### src/rtl/rx_bus_pkg.sv
`default_nettype none
// ============================================================================
//  Module   : rx_bus_pkg
//  Purpose  : Shared types and constants for the rx frame router.
//  Revision : 1.0  initial release
// ============================================================================
package rx_bus_pkg;

    typedef enum logic [2:0] {
        ST_IDLE     = 3'd0,
        ST_WAIT_CRC = 3'd1,
        ST_HDR      = 3'd2,
        ST_PAY      = 3'd3,
        ST_DONE     = 3'd4,
        ST_DROP     = 3'd5
    } rx_state_t;

    localparam logic [1:0] CRC_PENDING = 2'b00;
    localparam logic [1:0] CRC_OK      = 2'b01;
    localparam logic [1:0] CRC_BAD     = 2'b10;

    // Header byte offsets; LEN follows the ADDR field
    localparam int OFS_DA      = 0;
    localparam int OFS_FC      = 1;
    localparam int OFS_MODE    = 2;
    localparam int OFS_ADDR    = 3;
    localparam int LEN_BYTES   = 2;

    localparam int CRC_TIMEOUT = 64;

    // Total header length in bytes for a given ADDR field length
    function automatic int hdr_len(input int addr_bytes);
        return OFS_ADDR + addr_bytes + LEN_BYTES;
    endfunction

endpackage
`default_nettype wire

### src/rtl/rx_hdr_capture.sv
`default_nettype none
// ============================================================================
//  Module   : rx_hdr_capture
//  Purpose  : Shifts the frame header in byte by byte and presents the decoded
//             DA / FC / MODE / ADDR / LEN fields once all bytes have arrived.
//  Revision : 1.0  initial release
// ============================================================================
module rx_hdr_capture
    import rx_bus_pkg::*;
#(
    parameter int ADDR_BYTES = 3,
    localparam int DST_AW    = 8 * ADDR_BYTES
) (
    input  logic              clk,
    input  logic              rst,
    input  logic              i_clear,
    input  logic              i_byte_vld,
    input  logic [7:0]        i_byte_data,
    output logic [7:0]        o_da,
    output logic [7:0]        o_fc,
    output logic [7:0]        o_mode,
    output logic [DST_AW-1:0] o_addr,
    output logic [15:0]       o_len,
    output logic              o_hdr_valid
);

    localparam int c_hdr_len  = hdr_len(ADDR_BYTES);
    localparam int c_hdr_bits = 8 * c_hdr_len;
    localparam int c_cnt_w    = $clog2(c_hdr_len + 1);

    logic [c_hdr_bits-1:0] r_shift;
    logic [c_cnt_w-1:0]    r_cnt;

    // Shift bytes in MSB-first until the full header has been collected
    always_ff @(posedge clk or posedge rst) begin
        if (rst) begin
            r_shift <= '0;
            r_cnt   <= '0;
        end else if (i_clear) begin
            r_shift <= '0;
            r_cnt   <= '0;
        end else if (i_byte_vld && (r_cnt != c_cnt_w'(c_hdr_len))) begin
            r_shift <= {r_shift[c_hdr_bits-9:0], i_byte_data};
            r_cnt   <= r_cnt + c_cnt_w'(1);
        end
    end

    // Byte 0 ends up in the top byte once the header is complete
    assign o_da        = r_shift[c_hdr_bits-1-8*OFS_DA   -: 8];
    assign o_fc        = r_shift[c_hdr_bits-1-8*OFS_FC   -: 8];
    assign o_mode      = r_shift[c_hdr_bits-1-8*OFS_MODE -: 8];
    assign o_addr      = r_shift[c_hdr_bits-1-8*OFS_ADDR -: DST_AW];
    assign o_len       = r_shift[15:0];
    assign o_hdr_valid = (r_cnt == c_cnt_w'(c_hdr_len));

endmodule
`default_nettype wire

### src/rtl/rx_frame_router.sv
`default_nettype none
// ============================================================================
//  Module   : rx_frame_router
//  Purpose  : Reads one received frame out of the rx buffer, validates CRC
//             verdict, station address and header, then streams the payload
//             into one of NUM_CH destination buffers.
//  Revision : 1.0  initial release
// ============================================================================
module rx_frame_router
    import rx_bus_pkg::*;
#(
    parameter int         BUF_AW     = 11,
    parameter int         ADDR_BYTES = 3,
    parameter int         NUM_CH     = 3,
    parameter int         MAX_LEN    = 1024,
    parameter logic [7:0] BCAST_DA   = 8'hFF,
    localparam int        DST_AW     = 8 * ADDR_BYTES
) (
    input  logic              clk,
    input  logic              reset,
    input  logic              rx_done,
    input  logic [1:0]        rx_crc_rslt,
    input  logic              ini_done,
    input  logic [2:0]        rack_id,
    input  logic [3:0]        slot_id,
    output logic              rx_buf_rden,
    output logic [BUF_AW-1:0] rx_buf_raddr,
    input  logic [7:0]        rx_buf_rdata,
    output logic [NUM_CH-1:0] ch_wren,
    output logic [DST_AW-1:0] ch_waddr,
    output logic [7:0]        ch_wdata,
    output logic [7:0]        rx_mode,
    output logic [DST_AW-1:0] rx_addr,
    output logic              rx_flag,
    output logic              crc_err,
    output logic [15:0]       drop_cnt,
    output logic              busy
);

    localparam int c_hdr_len = hdr_len(ADDR_BYTES);
    localparam int c_tmo_w   = $clog2(CRC_TIMEOUT);

    rx_state_t         r_state, w_state_nxt;
    logic [BUF_AW-1:0] r_raddr;
    logic [15:0]       r_left;
    logic [c_tmo_w-1:0] r_tmo;
    logic              r_hdr_vld, r_pay_vld, r_crc_err;
    logic [2:0]        r_ch;
    logic [DST_AW-1:0] r_waddr, r_rx_addr;
    logic [7:0]        r_rx_mode;
    logic [15:0]       r_drop_cnt;

    logic              w_rden, w_start, w_crc_bad, w_hdr_ok, w_accept;
    logic [7:0]        w_da, w_fc, w_mode;
    logic [DST_AW-1:0] w_addr;
    logic [15:0]       w_len;
    logic              w_hdr_valid;
    logic [1:0]        w_drop_inc;
    logic [16:0]       w_drop_sum;
    logic              w_unused_fc;

    assign w_start   = (r_state == ST_IDLE) && rx_done && ini_done;
    assign w_crc_bad = ((rx_crc_rslt & CRC_BAD) != 2'b00);
    assign w_hdr_ok  = ((w_da == {1'b0, rack_id, slot_id}) || (w_da == BCAST_DA)) &&
                       ({1'b0, w_fc[2:0]} < 4'(NUM_CH)) &&
                       (w_len != 16'd0) && (w_len <= 16'(MAX_LEN));
    assign w_accept  = (r_state == ST_HDR) && w_hdr_valid && w_hdr_ok;
    // Only the low three FC bits select a channel
    assign w_unused_fc = &{1'b0, w_fc[7:3]};

    rx_hdr_capture #(
        .ADDR_BYTES (ADDR_BYTES)
    ) u_hdr (
        .clk         (clk),
        .rst         (reset),
        .i_clear     (w_start),
        .i_byte_vld  (r_hdr_vld),
        .i_byte_data (rx_buf_rdata),
        .o_da        (w_da),
        .o_fc        (w_fc),
        .o_mode      (w_mode),
        .o_addr      (w_addr),
        .o_len       (w_len),
        .o_hdr_valid (w_hdr_valid)
    );

    // State register
    always_ff @(posedge clk or posedge reset) begin
        if (reset) r_state <= ST_IDLE;
        else       r_state <= w_state_nxt;
    end

    // Next-state and buffer read-enable decode
    always_comb begin
        w_state_nxt = r_state;
        w_rden      = 1'b0;
        case (r_state)
            ST_IDLE: begin
                if (w_start) w_state_nxt = ST_WAIT_CRC;
            end
            ST_WAIT_CRC: begin
                if (rx_crc_rslt == CRC_OK)                         w_state_nxt = ST_HDR;
                else if (rx_crc_rslt != CRC_PENDING)               w_state_nxt = ST_DROP;
                else if (r_tmo == c_tmo_w'(CRC_TIMEOUT - 1))       w_state_nxt = ST_DROP;
            end
            ST_HDR: begin
                w_rden = (r_raddr < BUF_AW'(c_hdr_len));
                if (w_hdr_valid) w_state_nxt = w_hdr_ok ? ST_PAY : ST_DROP;
            end
            ST_PAY: begin
                // The last byte is being written when the remaining count hits zero
                if (r_left == 16'd0)        w_state_nxt = ST_DONE;
                else if (r_raddr == '1)     w_state_nxt = ST_DROP;
                else                        w_rden      = 1'b1;
            end
            ST_DONE, ST_DROP: w_state_nxt = ST_IDLE;
            default:          w_state_nxt = ST_IDLE;
        endcase
    end

    // Read address, CRC timeout and read-data pipeline tracking
    always_ff @(posedge clk or posedge reset) begin
        if (reset) begin
            r_raddr   <= '0;
            r_tmo     <= '0;
            r_hdr_vld <= 1'b0;
            r_pay_vld <= 1'b0;
            r_crc_err <= 1'b0;
        end else begin
            r_hdr_vld <= w_rden && (r_state == ST_HDR);
            r_pay_vld <= w_rden && (r_state == ST_PAY);
            r_crc_err <= (r_state == ST_WAIT_CRC) && w_crc_bad;
            if (w_start) begin
                r_raddr <= '0;
                r_tmo   <= '0;
            end else begin
                if (w_rden) r_raddr <= r_raddr + BUF_AW'(1);
                if (r_state == ST_WAIT_CRC) r_tmo <= r_tmo + c_tmo_w'(1);
            end
        end
    end

    // Header latch on accept, then payload count and destination address
    always_ff @(posedge clk or posedge reset) begin
        if (reset) begin
            r_left    <= '0;
            r_ch      <= '0;
            r_waddr   <= '0;
            r_rx_addr <= '0;
            r_rx_mode <= '0;
        end else if (w_accept) begin
            r_left    <= w_len;
            r_ch      <= w_fc[2:0];
            r_waddr   <= w_addr;
            r_rx_addr <= w_addr;
            r_rx_mode <= w_mode;
        end else begin
            if (w_rden && (r_state == ST_PAY)) r_left <= r_left - 16'd1;
            if (r_pay_vld) r_waddr <= r_waddr + DST_AW'(1);
        end
    end

    // A DROP and an ignored rx_done can coincide, so the step can be two
    assign w_drop_inc = {1'b0, (r_state == ST_DROP)} +
                        {1'b0, (rx_done && (r_state != ST_IDLE))};
    assign w_drop_sum = {1'b0, r_drop_cnt} + {15'd0, w_drop_inc};

    // Saturating drop counter
    always_ff @(posedge clk or posedge reset) begin
        if (reset) r_drop_cnt <= '0;
        else       r_drop_cnt <= w_drop_sum[16] ? 16'hFFFF : w_drop_sum[15:0];
    end

    generate
        for (genvar i = 0; i < NUM_CH; i++) begin : g_wren
            assign ch_wren[i] = r_pay_vld && (r_ch == 3'(i));
        end
    endgenerate

    assign rx_buf_rden  = w_rden;
    assign rx_buf_raddr = r_raddr;
    assign ch_waddr     = r_waddr;
    assign ch_wdata     = r_pay_vld ? rx_buf_rdata : 8'h00;
    assign rx_mode      = r_rx_mode;
    assign rx_addr      = r_rx_addr;
    assign rx_flag      = (r_state == ST_DONE);
    assign crc_err      = r_crc_err;
    assign drop_cnt     = r_drop_cnt;
    assign busy         = (r_state != ST_IDLE);

endmodule
`default_nettype wire

### config.mk
export PLATFORM = sky130hd
export DESIGN_NAME = rx_frame_router
export DESIGN_NICKNAME = d
export VERILOG_FILES = /design/src/rtl/rx_bus_pkg.sv /design/src/rtl/rx_hdr_capture.sv /design/src/rtl/rx_frame_router.sv
export SDC_FILE = /design/constraint.sdc
export NUM_CORES = 1
export LEC_CHECK = 0
export CORE_MARGIN = 10
export CORE_UTILIZATION = 27
export DETAILED_ROUTE_END_ITERATION = 10
export PLACE_DENSITY_LB_ADDON = 0.3
export REMOVE_ABC_BUFFERS = 1
export SYNTH_ARGS = -nofsm -noshare
export SYNTH_HDL_FRONTEND = slang
export SYNTH_SLANG_ARGS = --single-unit
export TNS_END_PERCENT = 5
### constraint.sdc
create_clock -name clk -period 8.04 [get_ports clk]
set_clock_uncertainty 0.2 [all_clocks]
set_input_delay 2.01 -clock clk [delete_from_list [all_inputs] [get_ports clk]]
set_output_delay 2.01 -clock clk [all_outputs]
set_load 0.1 [all_outputs]
; Word-level counts from Yosys, hierarchy flattened
; Index checks and enable logic that the tools add are counted.
[word_totals]
register_bits = 182
latch_bits = 0
mem_bits_rw = 0
rom_bits = 0
elab_cells = 96
mem_count = 0
[op_classes]
addsub = 7
multipliers = 0
n_div = 0
order_cmp = 3
eq_ne = 18
shift = 0
mux = 26
bitwise_logic = 0
n_reduce_logical = 28
[ops]
columns = op, count
row1 = $mux W64, 2
row2 = $mux W16, 3
row3 = $mux W24, 2
row4 = $add A24 B1 Y24 const B, 1
row5 = $mux W3, 8
row6 = $mux W11, 2
row7 = $add A16 B2 Y17, 1
row8 = $le A16 B11 Y1 const B, 1
row9 = $logic_not A16 Y1, 1
row10 = $reduce_bool A16 Y1, 1
row11 = $sub A16 B1 Y16 const B, 1
row12 = $logic_and A1 B1 Y1, 15
row13 = $mux W6, 2
row14 = $pmux W3 S4, 1
row15 = $reduce_bool A2 Y1, 6
row16 = $add A11 B1 Y11 const B, 1
row17 = $eq A11 B11 Y1 const B, 1
row18 = $lt A11 B4 Y1 const B, 1
row19 = $eq A3 B2 Y1 const B, 3
row20 = $eq A8 B7 Y1, 1
row21 = $eq A8 B8 Y1 const B, 1
row22 = $mux W4, 2
row23 = $mux W8, 1
row24 = $ne A4 B4 Y1 const B, 2
row25 = other kinds (18), 22

; Longest topological paths before layout
; Gate-level depths: netlist (run 1).
[logic_depth]
ltp_word = 8
mapped_depth = 11

; Cells and area by module
; Synthesis (run 1) repeated with hierarchy kept, for this count alone.
[hier_totals]
cells_unflattened = 895
area_unflattened_um2 = 8894.8
[by_module_without_submodules]
columns = mod, n_inst, cells_each, area_per_inst_um2
row1 = rx_frame_router, 1, 651, 5871.9
row2 = rx_hdr_capture, 1, 244, 3022.9

; Least setup slack after synthesis (run 1)
; Ideal clock, no wire load.
[synth_path]
path_type = register to output
from = reg r_pay_vld
to = out ch_wren[2]
t_arrival_ns = 2.873
slack_ns = 2.957
path_stages_with_launch = 4
path_buffers = 1
path_cell_list = dfrtp_1 -> clkbuf_1 -> nand2b_1 -> nor3b_1
[synth_via]
elab_chain_len = 1
[synth_lines]
columns = item, line_no
row1 = from (decl), rx_frame_router.sv:47  ; logic r_hdr_vld, r_pay_vld, r_crc_err;
row2 = from (signal assigned), rx_frame_router.sv:131  ; r_pay_vld <= w_rden && (r_state == ST_PAY);
row3 = $logic_and A1 B1 Y1, rx_frame_router.sv:176  ; assign ch_wren[i] = r_pay_vld && (r_ch == 3'(i));
row4 = to (decl), rx_frame_router.sv:29  ; output logic [NUM_CH-1:0] ch_wren,
; Every way passes these cells.

; Final worst setup path (run 1)
[layout_path]
from = reg r_left[7]
to = out rx_buf_rden
[layout_via]
elab_chain_len = 3
[layout_lines]
columns = item, line_no
row1 = from (decl), rx_frame_router.sv:45  ; logic [15:0] r_left;
row2 = from (signal assigned), rx_frame_router.sv:152  ; r_left <= w_len;
row3 = from (signal assigned), rx_frame_router.sv:158  ; if (w_rden && (r_state == ST_PAY)) r_left <= r_left - 16'd1;
row4 = $logic_not A16 Y1, rx_frame_router.sv:112  ; if (r_left == 16'd0) w_state_nxt = ST_DONE;
row5 = $mux W1, rx_frame_router.sv:112
row6 = $pmux W1 S2, rx_frame_router.sv:97  ; case (r_state)
row7 = to (decl), rx_frame_router.sv:26  ; output logic rx_buf_rden,
; Every way passes these cells.

==> metrics.txt, run 1 <==
DP HPWL ~15000 um; Area growth syn-to-layout 25.8%; CTS Buf Count 17; port bufs 118; CP max stage cell clkdlybuf4s50_1; Tmin final a little over 6 ns; Net Switching 1.52 mW; 1st-iter DRT viols 501; Worst Path Required just under 6 ns; CP max FO 27; critical path's top delay family simple AND/OR/NAND/NOR gates; Worst Setup End Kind output port; clock latency on the worst-skew pair 0.43 ns; synthesized area per cell 8.96 um2; wire length per cell between 15 and 20 um; Antenna Nets Post-Route 0; core area a little over 30000 um2; largest net degree at the start of global routing 81; crit start category flip-flop; CP Cell Sequence or4_4, or4_4, o211ai_4, inv_4, nor2_2, inv_2, clkdlybuf4s50_1; async set or reset register ratio after synthesis 100%; slowest stage delay, CP 0.98 ns; critical path arrival 3.97 ns; Switching Fraction 45.0%; # hold bufs at CTS 0; commonest non-fill, non-tap cell in the layout nand2_1; # rows 64; GR Overflow Total 0; Max Clk Rate ~160 MHz; maxcap violations 0; via count of the first global-routing pass 6664; postcts setup bufs 0; wirelength, routed roughly 23000 um; post-synthesis sequential area ratio approximately 54%; post-synthesis cell type count 52; cell taking the most area after synthesis dfrtp_1; Die X slightly below 200 um; # clock sinks approximately 180; area of the mapped netlist ~8400 um2; # setup viols final 0; layout cells sized above 1 5.43%; drt first pass iters 4; Comb power frac 38.4%; Initial Util between 20% and 30%; top_reg_cell synth dfrtp_1; DRC 0; Synthesis Warnings 0; status completed; Worst VDD drop 333 uV; Pwr per Cell Area 321 nW/um2; Clock Power Share between 20% and 30%; die height 196 um; clock-pin transition on the worst setup and hold timing paths 0.07 ns; Final period util 76.9%; initial antenna violation count 1; most frequent cells in the layout nand2_1 (278), dfrtp_1 (182), clkdlybuf4s50_1 (118); Synth area leaders dfrtp_1 (54%), nand2_1 (12%), a21oi_1 (6.6%); CP dominant cell by count or4_4; Root Buffer clkbuf_16; final hold viol count 0; DR vias 6750; post_cts resized 0; Reg2Reg Setup Slack 4.74 ns; area share of the largest cell type after synthesis 54.3%; cells after synthesis 936; full die area 38500 um2; worst slack, placed 2.08 ns; CTS tree built; first-pass GRT wire length approximately 38000 um; setup TNS 0 ns; Slew Viols, Final 0; Post-Place Cells ~1400; Crit Path Category reg2out; #FFs+latches synth 182; GRT Total Usage between 10% and 20%; Net count, final 1067; post-route setup slack approximately 1.9 ns; worst slew pin tran approximately 1.1 ns; Via density 4.67; antenna diode count 0; Pleak 4.65 nW; sequential share of power 37.5%; Clock Path Buffers 2; WP buf/inv 3; unrepaired setup endpoints after global routing false; Internal 1.86 mW; Hold Slack 0.267 ns; final RePlAce weighted congestion 0.764; htree depth 4; Non-Filler Instances around 1400; min-delay worst type reg2reg; relative slew slack 24.0%; # IOs 119; Post-synth EDFFs 0
[routing by layer]
layer	vias to the layer above	GRT usage, %	share of wire (%)	wire, um
met4	0	2.35	0.54	125
met3	8	4.02	6.7	1540
met2	128	18.2	45	10300
met1	3275	16.5	48	11000
met5	-	0	0	0
li1	3339	-	-	-
[state kept, by name, summed over array words and instances, names as in the netlist]
signal	cells
u_hdr.r_shift	64
u_hdr.r_cnt	4
ch_waddr	24
rx_buf_raddr	11
r_tmo	6
r_ch	3
r_state	3
r_left	16
rx_mode	8
drop_cnt	16
rx_addr	24
r_pay_vld	1
crc_err	1
r_hdr_vld	1
[power groups by stage]
stage	combinational (mW)	clock, mW	sequential (mW)
after floorplan	0.548	0	1.67
after global placement	1.30	0	1.28
after detailed placement	1.31	0	1.28
after CTS	1.31	0.840	1.27
after global routing	1.39	0.878	1.30
final	1.30	0.813	1.27
[final timing paths]
path                                    end  cells after the start  startpoint
worst max-delay path            rx_buf_rden                      7   r_left[7]
worst min-delay path             rx_mode[7]                      2  rx_mode[7]
worst max register to register   r_left[13]                      7   r_left[7]
worst min register to register   rx_mode[7]                      2  rx_mode[7]
max in group asynchronous         r_pay_vld                      3       reset
min in group asynchronous       ch_waddr[7]                      2       reset
[logic make-up (layout without fill, tap and decap cells)]
kind of cell	count (synthesis)	after routing	share of synthesized area, %
xor+xnor	55	55	5.74
simple gates	465	465	24.5
fa+ha+maj	9	9	1.43
compound gates	156	156	10.4
mux	6	6	0.731
buf+inv	63	176	2.92
flops	182	182	54.3
[worst min-delay path, delay by kind of cell (launching register included)]
kind / cells / cell delay [ns]
simple gates: 2 / 0.10
flops: 1 / 0.34
[area by class of cell]
type	count	area, um2
clock buffers	18	439
clock inverters	13	128
fillers	3153	20000
inverters	16	67.6
multi-input cells	691	3600
flip-flops and latches	182	4550
well taps	396	495
repair buffers	129	1260
[stage by stage]
step	instance area (um2)	util, %	total power [mW]
4_1_cts	10500	34.5	3.42
3_5_place_dp	9980	32.6	2.59
6_report	10500	34.5	3.38
3_3_place_gp	9980	32.6	2.58
2_1_floorplan	8200	-	2.21
5_1_grt	10500	34.5	3.57
[cell usage after synthesis, types with 12 or more instances]
library cell / n
xor2_1: 30
nor4_1: 12
o21ai_0: 18
nor2_1: 69
nand4_1: 19
xnor2_1: 25
inv_1: 14
and2_1: 14
dfrtp_1: 182
nand3_1: 22
nand2_1: 279
a21oi_1: 111
clkbuf_1: 41
Power figures use the tool's default switching activity.
==> run 2, diff against run 1 <==
==> constraint.sdc (replaced) <==
create_clock -name clk -period 5.2 [get_ports clk]
set_clock_uncertainty 0.2 [all_clocks]
set_input_delay 1.3 -clock clk [delete_from_list [all_inputs] [get_ports clk]]
set_output_delay 1.3 -clock clk [all_outputs]
set_load 0.1 [all_outputs]
==> run 2 against run 1 <==
Worst setup slack got worse by 0.96 ns. Via count is 0.34% higher. Die area is the same. Core utilization barely moved. Sequential share of layout area about the same. Critical endpoint unchanged. Largest power group unchanged. Highest routed layer unchanged.
==> metrics.txt, run 2 (synthesized netlist as in run 1, its figures left out) <==
Worst Path Required 3.70 ns (-2.13 ns); post_cts resized 0 (unchanged); Clock Path Buffers 2 (unchanged); Antenna Nets Post-Route 0 (unchanged); port bufs 118 (unchanged); reg2reg end drop_cnt[7]; min-delay worst type reg2reg; final RePlAce weighted congestion 0.773 (+1.2%); largest net degree at the start of global routing 101 (+25%); Net count, final 1066 (-0.094%); drt first pass iters 4 (unchanged); most used routing layer met2; CP max FO 7 (-74%); critical path arrival 2.80 ns (-1.17 ns); Max Clk Rate between 200 and 250 MHz; Reg-to-Reg Start r_state[1]; die height 196 um (unchanged); htree depth 4 (unchanged); relative slew slack 25.3% (+1.3 points); GR Overflow Total 0 (unchanged); Worst Setup End Kind output port; cell count of the worst reg-to-reg path 9 (+2); Pleak 4.68 nW (+0.58%); DP HPWL 15600 um (+0.55%); # rows 64 (unchanged); hold depth 2 (unchanged); max FFs per register 64 (unchanged); postcts setup bufs 0 (unchanged); CTS Buf Count 17 (unchanged); unrepaired setup endpoints after global routing false; # IOs 119 (unchanged); GRT Total Usage 12.0% (-0.061 points); Setup crit start r_left[7]; Initial Util 27.4% (unchanged); wirelength, routed 23000 um (+0.31%); full die area 38500 um2 (unchanged); CTS tree built; Slew Viols, Final 0 (unchanged); GR Util met1 16.6% (+0.066 points); M2 GR Usage 18.0% (-0.23 points); Final period util between 80 and 90%; Worst VDD drop 583 uV (+75%); layout cells sized above 1 6.48% (+1.0 points); met3 Use GR 3.82% (-0.20 points); first-pass GRT wire length 38000 um (+0.80%); # setup viols final 0 (unchanged); wire length per cell 15.9 um (+0.31%); Crit Path Category reg2out; Hold Slack 0.265 ns (-0.00172 ns); Setup crit end rx_buf_rden; commonest non-fill, non-tap cell in the layout nand2_1; via count of the first global-routing pass 6783 (+1.8%); # clock sinks 182 (unchanged); Pwr per Cell Area 496 nW/um2 (+55%); Reg2Reg Setup Slack 2.00 ns (-2.74 ns); core area 30600 um2 (unchanged); Util after Layout 34.5% (about the same); initial antenna violation count 1 (unchanged); Via density 4.69 (+0.34%); clock latency on the worst-skew pair 0.43 ns (about the same); most frequent cells in the layout nand2_1 (278), dfrtp_1 (182), a21oi_1 (111); status completed; Area growth syn-to-layout 25.9% (about the same); maxcap violations 0 (unchanged); DRC 0 (unchanged); # hold bufs at CTS 0 (unchanged); Root Buffer clkbuf_16; final hold viol count 0 (unchanged); 1st-iter DRT viols 562 (+12%); Tmin final 4.30 ns; antenna diode count 0 (unchanged); clock-pin transition on the worst setup and hold timing paths 0.07 ns (about the same); worst slew pin tran 1.11 ns (-0.0259 ns); Design Power 5.24 mW (+55%); DR vias 6773 (+0.34%); Most flops, register u_hdr.r_shift; crit start category flip-flop; Die X 196 um (unchanged)
[run 2: changes by cell type in the layout (fill, tap and decap cells not counted)]
| cell | before | now |
|---|---|---|
| clkdlybuf4s50_1 | 118 | 106 |
| buf_4 | 11 | 19 |
| buf_12 | 0 | 3 |
| clkinv_2 | 4 | 1 |
| clkinvlp_4 | 2 | 4 |
| clkbuf_1 | 0 | 1 |
| clkbuf_8 | 1 | 2 |
| clkinv_8 | 1 | 0 |
| inv_6 | 3 | 4 |
[run 2: worst min path at each step]
stage | start | endpoint | slack [ns]
floorplan | r_ch[2] | r_ch[2] | 0.24
global placement | rx_mode[6] | rx_mode[6] | 0.25
detailed placement | rx_addr[21] | rx_addr[21] | 0.26
CTS | rx_addr[22] | rx_addr[22] | 0.27
global route | rx_addr[22] | rx_addr[22] | 0.29
finish | rx_addr[22] | rx_addr[22] | 0.27
[run 2: stage by stage]
stage                     TNS, ns  area, um2  cells  worst slack, ns
after CTS                       0      10600   1445            0.868
after global placement          0       9980   1413             1.29
after detailed placement        0       9980   1413             1.18
final                           0      10600   1445            0.897
after global routing            0      10600   1445            0.749
after floorplan           -226.35       8200    889            -1.24
[run 2: where the power goes]
group	switching (mW)	leakage (nW)	internal [mW]
Combinational	1.46	2.01	0.540
Sequential	0.313	2.40	1.65
Clock	0.579	0.272	0.695
Total	2.35	4.68	2.89
[run 2: layer usage]
layer	share of wire [%]	vias up	routed length [um]
li1	-	3332	-
met1	49	3293	11200
met2	44	137	10200
met3	6.5	11	1490
met4	0.71	0	163
met5	0	-	0
[run 2: final cells by class]
| cell class | instances | area, um2 |
|---|---|---|
| Fill cell | 3190 | 20000 |
| Tap cell | 396 | 495 |
| Sequential cell | 182 | 4550 |
| Timing Repair Buffer | 128 | 1260 |
| Multi-Input combinational cell | 691 | 3600 |
| Inverter | 16 | 67.6 |
| Clock inverter | 12 | 120 |
| Clock buffer | 20 | 457 |
[run 2: critical path, cell delays in order (launching register included)]
cell and delay (ns):
dfrtp_1 0.46, or4_4 0.59, or4_4 0.46, o211ai_4 0.23, inv_4 0.10, nor2_2 0.20
inv_2 0.09, buf_4 0.24
==> run 3, diff against run 2 <==
==> constraint.sdc (replaced) <==
create_clock -name clk -period 3.8 [get_ports clk]
set_clock_uncertainty 0.2 [all_clocks]
set_input_delay 0.95 -clock clk [delete_from_list [all_inputs] [get_ports clk]]
set_output_delay 0.95 -clock clk [all_outputs]
set_load 0.1 [all_outputs]
==> run 3 against run 2 <==
Combinational power up 40%. Via count is 1.7% higher. Core utilization grew 0.090 points. First-iteration DRC count is 21% lower. Hold slack gained 0.0032 ns. Sequential share of layout area is 0.11 points lower. Largest power group unchanged. Non-clock buffer count up 14. Cell area increased by 0.26%. Flip-flop and latch count unchanged. Cell count is 0.90% higher.
==> metrics.txt, run 3 (synthesized netlist as in run 1, its figures left out) <==
Via density 4.73 (+0.82%); via count of the first global-routing pass 6801 (+0.27%); 1st-iter DRT viols 444 (-21%); final RePlAce weighted congestion 0.783 (+1.3%); Net count, final 1080 (+1.3%); clock-pin transition on the worst setup and hold timing paths 0.07 ns (about the same); worst slew pin tran 0.830 ns (-0.280 ns); # IOs 119 (unchanged); CP max FO 7 (unchanged); Pleak 4.91 nW (+4.9%); initial antenna violation count 0 (-1); slowest stage delay, CP 0.55 ns (-0.04 ns); worst hold start rx_addr[20]; htree depth 4 (unchanged); status completed; largest net degree at the start of global routing 77 (-24%); Reg-to-Reg Start r_state[0]; Util after Layout 34.6% (+0.090 points); max FFs per register 64 (unchanged); CP Cell Sequence or4_4, or4_4, o211ai_4, inv_4, nor2_4, inv_2, buf_12; wirelength, routed 23100 um (+0.15%); # rows 64 (unchanged); Levels on crit path 7 (unchanged); reg2reg end drop_cnt[3]; Area growth syn-to-layout 26.2%; crit start category flip-flop; Hold Slack 0.268 ns (+0.00324 ns); critical path arrival 2.55 ns (-0.25 ns); CP dominant cell by count or4_4; CTS tree built; Reg2Reg Setup Slack 0.83 ns (-1.17 ns); Pwr per Cell Area 679 nW/um2 (+37%); port bufs 118 (unchanged); drt first pass iters 5 (+1); clock latency on the worst-skew pair 0.42 ns (about the same); Root Buffer clkbuf_16; maxcap violations 0 (unchanged); CP max stage cell or4_4; final hold viol count 0 (unchanged); Setup crit end rx_buf_rden; layout cells sized above 1 15.7% (+9.2 points); most frequent cells in the layout nand2_1 (278), dfrtp_1 (182), a21oi_1 (111); min-delay worst type reg2reg; DR vias 6890 (+1.7%); DP HPWL 15900 um (+2.2%); commonest non-fill, non-tap cell in the layout nand2_1; Max Clk Rate 270 MHz; core area 30600 um2 (unchanged); die height 196 um (unchanged); area of the multi-input gates 3600 um2 (+0.14%); Sequential Area 4550 um2 (unchanged); Tmin final roughly 3.7 ns; Worst Path Required 2.65 ns (-1.05 ns); DRC 0 (unchanged); Worst VDD drop 814 uV (+40%); full die area 38500 um2 (unchanged); Crit Path Category reg2out; GR Overflow Total 0 (unchanged); Setup crit start r_left[8]; Worst Setup End Kind output port; antenna diode count 0 (unchanged); cell count of the worst reg-to-reg path 10 (+1); WP buf/inv 3 (unchanged); GRT Total Usage 12.0% (-0.066 points); Die X 196 um (unchanged); CTS Buf Count 17 (unchanged); Antenna Nets Post-Route 0 (unchanged); Initial Util 27.4% (unchanged); Final period util a little over nine tenths; # hold bufs at CTS 0 (unchanged); Clock Path Buffers 2 (unchanged); first-pass GRT wire length 37700 um (-0.91%); wire length per cell 15.8 um (-0.75%); relative slew slack 44.5% (+19 points); # clock sinks 182 (unchanged); # setup viols final 0 (unchanged); Slew Viols, Final 0 (unchanged); critical path's top delay family simple AND/OR/NAND/NOR gates; unrepaired setup endpoints after global routing false; fill count 3195 (+0.16%); Most flops, register u_hdr.r_shift
==> run 3: cell count changes in the layout (fill, tap and decap cells not counted), moves of 2 or more <==
cell,previous run,this run
buf_12,3,15
clkdlybuf4s50_1,106,20
buf_4,19,107
clkinvlp_4,4,2
inv_6,4,6
==> run 3: worst reg2reg max path: cells and delay by family (launching register included) <==
| kind | cells | cell delay (ns) |
|---|---|---|
| simple gates | 6 | 1.29 |
| compound gates | 1 | 0.09 |
| flops | 1 | 0.46 |
| buf+inv | 1 | 0.20 |
| fa+ha+maj | 2 | 0.63 |
==> run 3: timing repair <==
action                                  in CTS  in global routing
pin swaps                                    0                  1
endpoints found under the setup margin       1                  1
gates resized for setup                      1                  0
gates cloned                                 0                  0
buffers inserted                             1                  1
==> run 3: cell type report <==
| cell class | instances | share of cell area [%] |
|---|---|---|
| clock buffers | 19 | 4.19 |
| multi-input cells | 691 | 34.0 |
| well taps | 396 | 4.68 |
| clock inverters | 12 | 1.10 |
| inverters | 16 | 0.638 |
| flip-flops and latches | 182 | 43.0 |
| repair buffers | 142 | 12.3 |
==> run 3: per-stage QoR <==
step	setup WS, ns	std cells	instance area (um2)	TNS, ns	power, mW
2_1_floorplan	-2.29	889	8200	-503.11	4.68
3_3_place_gp	0.408	1425	10000	0	5.50
3_5_place_dp	0.348	1425	10000	0	5.52
4_1_cts	0.0338	1457	10600	0	7.27
5_1_grt	0.0113	1458	10600	0	7.59
6_report	0.101	1458	10600	0	7.19
==> run 3: per-layer routing <==
layer  track usage (%)  vias to the layer above  part of all wire (%)
li1                  -                     3359                     -
met1              16.6                     3364                    48
met2              18.1                      155                    46
met3              3.27                       12                   5.5
met4              2.63                        0                  0.77
met5                 0                        -                     0
==> run 3: worst min path at each step <==
stage / cells past startpoint / endpoint / slack (ns)
6_report: 2 / rx_addr[20] / 0.27
5_1_grt: 2 / rx_mode[6] / 0.29
4_1_cts: 2 / rx_mode[3] / 0.27
3_5_place_dp: 2 / rx_mode[3] / 0.26
3_3_place_gp: 2 / rx_mode[3] / 0.25
2_1_floorplan: 1 / r_ch[2] / 0.24
==> run 3: power breakdown <==
part | internal, mW | leakage (nW) | switching (mW)
combinational | 0.771 | 2.24 | 2.03
clock | 0.928 | 0.271 | 0.783
sequential | 2.26 | 2.40 | 0.421
